[src/rtl/apb_periph_node.sv]
// APB 1-to-N peripheral node.
// Decodes one upstream APB slave port onto NB_SLAVE downstream APB master
// ports. Each port is given a runtime address range and an enable bit. The
// downstream request and the upstream response are both registered. An
// address that matches no port is answered with an error, and an access
// phase that runs too long is aborted with an error. Both kinds of error
// are recorded in a small sticky log.
//
// Ports:
//   clk_i, rst_ni             clock, asynchronous active-low reset
//   start_addr_i/end_addr_i   inclusive per-port ranges, port i at slice i
//   en_mask_i                 per-port decode enable
//   s_p*                      upstream APB slave interface
//   m_p*                      downstream APB master interface; address, write
//                             and wdata are shared by all ports, psel is one-hot
//   err_valid_o               sticky flag: a decode miss or timeout occurred
//   err_timeout_o             1 = logged error was a timeout, 0 = decode miss
//   err_addr_o                address of the first logged error
//   err_clr_i                 clears err_valid_o
module apb_periph_node #(
  parameter int unsigned NB_SLAVE       = 12,
  parameter int unsigned APB_ADDR_WIDTH = 32,
  parameter int unsigned APB_DATA_WIDTH = 32,
  parameter int unsigned TIMEOUT_CYCLES = 256
) (
  input  logic                                 clk_i,
  input  logic                                 rst_ni,
  input  logic [NB_SLAVE*APB_ADDR_WIDTH-1:0]   start_addr_i,
  input  logic [NB_SLAVE*APB_ADDR_WIDTH-1:0]   end_addr_i,
  input  logic [NB_SLAVE-1:0]                  en_mask_i,
  input  logic [APB_ADDR_WIDTH-1:0]            s_paddr_i,
  input  logic                                 s_psel_i,
  input  logic                                 s_penable_i,
  input  logic                                 s_pwrite_i,
  input  logic [APB_DATA_WIDTH-1:0]            s_pwdata_i,
  output logic [APB_DATA_WIDTH-1:0]            s_prdata_o,
  output logic                                 s_pready_o,
  output logic                                 s_pslverr_o,
  output logic [APB_ADDR_WIDTH-1:0]            m_paddr_o,
  output logic                                 m_pwrite_o,
  output logic [APB_DATA_WIDTH-1:0]            m_pwdata_o,
  output logic [NB_SLAVE-1:0]                  m_psel_o,
  output logic                                 m_penable_o,
  input  logic [NB_SLAVE*APB_DATA_WIDTH-1:0]   m_prdata_i,
  input  logic [NB_SLAVE-1:0]                  m_pready_i,
  input  logic [NB_SLAVE-1:0]                  m_pslverr_i,
  output logic                                 err_valid_o,
  output logic                                 err_timeout_o,
  output logic [APB_ADDR_WIDTH-1:0]            err_addr_o,
  input  logic                                 err_clr_i
);

  localparam int unsigned IDX_W  = (NB_SLAVE > 1) ? $clog2(NB_SLAVE) : 1;
  localparam bit          TMO_EN = (TIMEOUT_CYCLES > 0);
  // The counter only has to reach TIMEOUT_CYCLES-1. The abort fires on the
  // last low-ready cycle, and that cycle would be the one that makes the
  // count reach the limit.
  localparam int unsigned CNT_W  = (TIMEOUT_CYCLES > 1) ? $clog2(TIMEOUT_CYCLES) : 1;
  localparam logic [CNT_W-1:0] CNT_LAST = CNT_W'(TMO_EN ? TIMEOUT_CYCLES - 1 : 0);

  typedef enum logic [1:0] {
    IDLE   = 2'd0,
    SETUP  = 2'd1,
    ACCESS = 2'd2,
    RESP   = 2'd3
  } state_t;

  state_t                    state_q, state_d;
  logic [IDX_W-1:0]          idx_q;
  logic [CNT_W-1:0]          cnt_q;

  logic                      hit;
  logic [IDX_W-1:0]          hit_idx;
  logic [NB_SLAVE-1:0]       psel_dec;
  logic                      sel_ready;
  logic                      sel_err;
  logic [APB_DATA_WIDTH-1:0] sel_rdata;

  logic                      take;
  logic                      miss;
  logic                      done;
  logic                      tmo;

  // Address decode. The search keeps the first match, so on overlapping
  // ranges the lowest index wins.
  always_comb begin
    hit     = 1'b0;
    hit_idx = '0;
    for (int unsigned i = 0; i < NB_SLAVE; i++) begin
      if (!hit && en_mask_i[i] &&
          (s_paddr_i >= start_addr_i[i*APB_ADDR_WIDTH +: APB_ADDR_WIDTH]) &&
          (s_paddr_i <= end_addr_i[i*APB_ADDR_WIDTH +: APB_ADDR_WIDTH])) begin
        hit     = 1'b1;
        hit_idx = IDX_W'(i);
      end
    end
  end

  // Select the latched port: drive its one-hot select bit and pick up its
  // response signals.
  always_comb begin
    psel_dec  = '0;
    sel_ready = 1'b0;
    sel_err   = 1'b0;
    sel_rdata = '0;
    for (int unsigned i = 0; i < NB_SLAVE; i++) begin
      if (idx_q == IDX_W'(i)) begin
        psel_dec[i] = 1'b1;
        sel_ready   = m_pready_i[i];
        sel_err     = m_pslverr_i[i];
        sel_rdata   = m_prdata_i[i*APB_DATA_WIDTH +: APB_DATA_WIDTH];
      end
    end
  end

  always_ff @(posedge clk_i or negedge rst_ni) begin
    if (!rst_ni) state_q <= IDLE;
    else         state_q <= state_d;
  end

  always_comb begin
    state_d     = state_q;
    take        = 1'b0;
    miss        = 1'b0;
    done        = 1'b0;
    tmo         = 1'b0;
    m_psel_o    = '0;
    m_penable_o = 1'b0;
    s_pready_o  = 1'b0;
    case (state_q)
      IDLE: begin
        if (s_psel_i && !s_penable_i) begin
          if (hit) begin
            take    = 1'b1;
            state_d = SETUP;
          end else begin
            miss    = 1'b1;
            state_d = RESP;
          end
        end
      end
      SETUP: begin
        m_psel_o = psel_dec;
        state_d  = ACCESS;
      end
      ACCESS: begin
        m_psel_o    = psel_dec;
        m_penable_o = 1'b1;
        // Ready is checked first, so a ready in the limit cycle is a success.
        if (sel_ready) begin
          done    = 1'b1;
          state_d = RESP;
        end else if (TMO_EN && (cnt_q == CNT_LAST)) begin
          tmo     = 1'b1;
          state_d = RESP;
        end
      end
      RESP: begin
        s_pready_o = 1'b1;
        state_d    = IDLE;
      end
      default: state_d = IDLE;
    endcase
  end

  // Downstream request, response capture and access-phase counter.
  always_ff @(posedge clk_i or negedge rst_ni) begin
    if (!rst_ni) begin
      idx_q       <= '0;
      cnt_q       <= '0;
      m_paddr_o   <= '0;
      m_pwrite_o  <= 1'b0;
      m_pwdata_o  <= '0;
      s_prdata_o  <= '0;
      s_pslverr_o <= 1'b0;
    end else begin
      if (take) begin
        idx_q      <= hit_idx;
        m_paddr_o  <= s_paddr_i;
        m_pwrite_o <= s_pwrite_i;
        m_pwdata_o <= s_pwdata_i;
      end
      if (state_q == SETUP) begin
        cnt_q <= '0;
      end else if ((state_q == ACCESS) && !sel_ready) begin
        cnt_q <= cnt_q + 1'b1;
      end
      if (miss || tmo) begin
        s_prdata_o  <= '0;
        s_pslverr_o <= 1'b1;
      end else if (done) begin
        s_prdata_o  <= m_pwrite_o ? '0 : sel_rdata;
        s_pslverr_o <= sel_err;
      end
    end
  end

  // Sticky error log. The address and cause are captured only when the log
  // is empty or is being cleared in the same cycle, so the first unlogged
  // error is kept. A new error in the clear cycle wins over the clear.
  always_ff @(posedge clk_i or negedge rst_ni) begin
    if (!rst_ni) begin
      err_valid_o   <= 1'b0;
      err_timeout_o <= 1'b0;
      err_addr_o    <= '0;
    end else if (miss || tmo) begin
      err_valid_o <= 1'b1;
      if (!err_valid_o || err_clr_i) begin
        err_timeout_o <= tmo;
        err_addr_o    <= miss ? s_paddr_i : m_paddr_o;
      end
    end else if (err_clr_i) begin
      err_valid_o <= 1'b0;
    end
  end

endmodule

[config.mk]
export PLATFORM = sky130hd
export DESIGN_NAME = apb_periph_node
export DESIGN_NICKNAME = d
export VERILOG_FILES = /design/src/rtl/apb_periph_node.sv
export SDC_FILE = /design/constraint.sdc
export NUM_CORES = 2
export LEC_CHECK = 0
export ABC_CLOCK_PERIOD_IN_PS = 7350
export CAP_MARGIN = 5
export CORE_AREA = 2 2 555 557
export DETAILED_ROUTE_END_ITERATION = 16
export DIE_AREA = 0 0 557 559
export DONT_BUFFER_PORTS = 1
export PLACE_DENSITY_LB_ADDON = 0.25
export SYNTH_ARGS = -nofsm -noshare
export SYNTH_HDL_FRONTEND = slang
export SYNTH_SLANG_ARGS = --single-unit
[constraint.sdc]
create_clock -name clk_i -period 7.35 [get_ports clk_i]
set_input_delay 0 -clock clk_i [delete_from_list [all_inputs] [get_ports clk_i]]
set_output_delay 0 -clock clk_i [all_outputs]
set_load 0.01 [all_outputs]
==> metrics.csv <==
metric,value,unit
synth.top_cell.area_share,34.1,%
path_cells,inv_2 -> buf_4 -> ha_1 -> nand2b_1 -> a211oi_1 -> o31ai_1 -> a2111o_1 -> a211oi_1 -> a311o_2 -> nand4b_4 -> and4bb_4 -> or2_2 -> nor2_1,
dp_hpwl,232,mm
fin_skew,0.0323,ns
crit_family,compound AO/OA/AOI/OAI gates,
drv_slew,0,
hp-class,in -> reg,
yosys-mux-area-fraction,4.92,%
dr.pass1.iters,6,
grt_pass1_vias,30000,
die_w,557,um
clock_tree.root_cell,clkbuf_16,
grt_max_degree,147,
cp_max_fo,37,
yosys.cell_types.count,91,
cp.required,7.69,ns
worst_r2r_endpoint,s_prdata_o[3],
synth.most_common_cell,inv_1,
core,305000,um^2
start_kind,input pin,
htree_num_levels,4,
synth_compound_area_share,22.1,%
viasPerCell,3.80,
peakVddDrop,0.163,mV
power,7270,uW
synth_flop_cell,dfrtp_1,
r2r_start,idx_q[2],
drtAntennaViolNets,0,
maxCapViolCount,0,
grt-ovfl-total,0,
crit_start,s_paddr_i[0],
antenna_found_initial,225,
synthesis.area,28300,um^2
path_buf_inv,2,
clock_latency,0.52,ns
status,finished clean,
leakage,0.0174,uW
post-route-min-period,5.23,ns
synthArstFlopShare,100,%
vias,30100,
grt_util_all_layers,17.5,%
nFillCells,35300,
drt-wirelength-per-cell,35.9,um
post-cts-setup-buffer-count,0,
num_io_pins,1404,
drive_gt1_share,5.80,%
finalWirelength,284,mm
worstPathArrival,5.56,ns
yosys.area_share.simple,13.9,%
p_per_area,204,nW/um^2
rsz0062_at_grt,false,
worst_slew_pin_slew,1.31,ns
place.gp.congestion,0.994,
synth_nets,5615,
r2r_slack,2.55,ns
path_depth,13,
slew_headroom,12.0,%
clk_pin_slew_worst_paths,0.05,ns
synth_common_cells,"781 x inv_1, 773 x ha_1, 289 x a21oi_1, 181 x nor2_1, 179 x nand2_1",
drc,0,
synthTopCellsByArea,"ha_1 34%, dfrtp_1 13%, inv_1 10%",
design_area,35700,um^2
drt_iter0_markers,2506,
grt_pass1_wl,348,mm
cts.sinks,146,
cp_slowest_cell,or2_2,
cp-end-kind,flip-flop,
synth-edff-count,0,
ys_ff_latch,146,
synth_xor_area_share,0.155,%
syn_inst,3584,
hold_violations,0,
num-nets-final,5714,
synth_adder_area_share,34.1,%
yosysSeqAreaShare,12.9,%
cts_tree,built,
fin_crit_sh,71.1,%
fin_tns_setup,0,ns
dieArea,311000,um^2
endpoint,s_prdata_o[23],
worstRegToRegCells,9,
areaGrowthSynthToFinish,26.0,%
portBuffers,0,
numCtsBuffers,25,
start_util,9.29,%
synth_warnings,0,
synth_area_per_cell,7.90,um^2
clock.fmax,191,MHz
setup_viol,0,
dpl_cell_area,33600,um^2
clock_path_buffers,3,
crit_top_cell,a211oi_1,
synth_top_family_by_area,adder cells,
critPathMaxStageDelay,0.89,ns
chipHeight,559,um
rows,203,
worstSetupPathType,in -> reg,
yosysTopAreaCell,ha_1,
## power by group
part	switching [uW]	internal (uW)	total, uW	leakage, uW
combinational	2280	1420	3700	0.0152
clock	463	684	1150	0.000360
sequential	1260	1170	2430	0.00184
## cell usage in the layout (no fill, tap or decap), types with 13 or more instances in the layout
master	netlist	routed
buf_4	5	46
a41oi_1	13	13
a222oi_1	26	26
clkbuf_16	0	25
nor2_1	181	172
mux2_2	49	49
nand2b_1	32	30
nand4_1	115	115
nand3_1	70	70
a22oi_1	81	81
and2_1	15	14
a211o_1	39	39
diode_2	0	134
nand2_1	179	178
a21oi_1	289	289
o21ai_0	113	113
mux4_2	26	26
dlygate4sd3_1	0	105
nor2b_1	23	23
dfrtp_1	146	144
ha_1	773	773
a221oi_1	25	24
nor3_1	41	39
a21o_1	109	109
o211ai_1	26	26
o2111ai_1	18	18
and4_1	19	19
a211oi_1	47	46
a31oi_1	22	22
a311oi_1	13	13
o21a_1	13	13
inv_1	781	780
nor4_1	18	15
and3_1	55	55
## timing repair
item,4_1_cts,5_1_grt
gates resized for setup,0,0
hold endpoints to repair,265,0
hold buffers,106,0
## cells by family after synthesis
kind of cell    count (synthesis)
xor+xnor                        5
buf+inv                       863
fa+ha+maj                     773
flops                         146
simple gates                  778
mux                            96
compound gates                923
## final cells by class
type	instances	area (um^2)	share of cell area [%]
flip-flops and latches	146	3660	10.3
well taps	4100	5130	14.4
clock buffers	29	681	1.91
multi-input cells	2575	21500	60.1
diodes	134	335	0.940
inverters	781	2930	8.21
repair buffers	154	1460	4.08
clock inverters	3	43.8	0.123
## per-stage QoR
stage	setup slack (ns)	std cells	hold slack [ns]	utilization (%)
floorplan	4.03	3584	-0.296	-
global placement	1.16	7647	-0.277	11.0
detailed placement	1.13	7650	-0.276	11.0
CTS	1.67	7788	0.00883	11.6
global route	1.48	7816	0.0326	11.6
finish	2.12	7922	0.0673	11.7
## registers in the layout (all words and copies together), names as in the netlist
register       cells
err_timeout_o      1
m_pwdata_o        32
s_prdata_o        32
err_valid_o        1
err_addr_o        32
state_q            2
cnt_q              8
m_paddr_o         32
s_pslverr_o        1
idx_q              4
m_pwrite_o         1
## layer usage
| metal | vias up | track usage, % | wire length [um] |
|---|---|---|---|
| li1 | 13300 | - | - |
| met1 | 14700 | 21.4 | 119000 |
| met3 | 362 | 5.63 | 25500 |
| met5 | - | 0 | 338 |
| met4 | 56 | 3.93 | 7140 |
| met2 | 1746 | 29.5 | 132000 |
## tightest hold or removal path: stages
cell and delay, ns:
a221oi_1 0.18, nor3_1 0.20, a21oi_1 0.06, nor2_1 0.09
## worst min path at each step
stage,from,end,slack [ns],cells after the start
floorplan,rst_ni,cnt_q[0],-0.30,0
finish,m_prdata_i[367],s_prdata_o[15],0.07,4
CTS,m_prdata_i[369],s_prdata_o[17],0.009,4
global route,m_prdata_i[369],s_prdata_o[17],0.03,4
detailed placement,rst_ni,s_prdata_o[10],-0.28,0
global placement,rst_ni,s_prdata_o[11],-0.28,0
No activity file was read; power rests on OpenSTA's default activity.
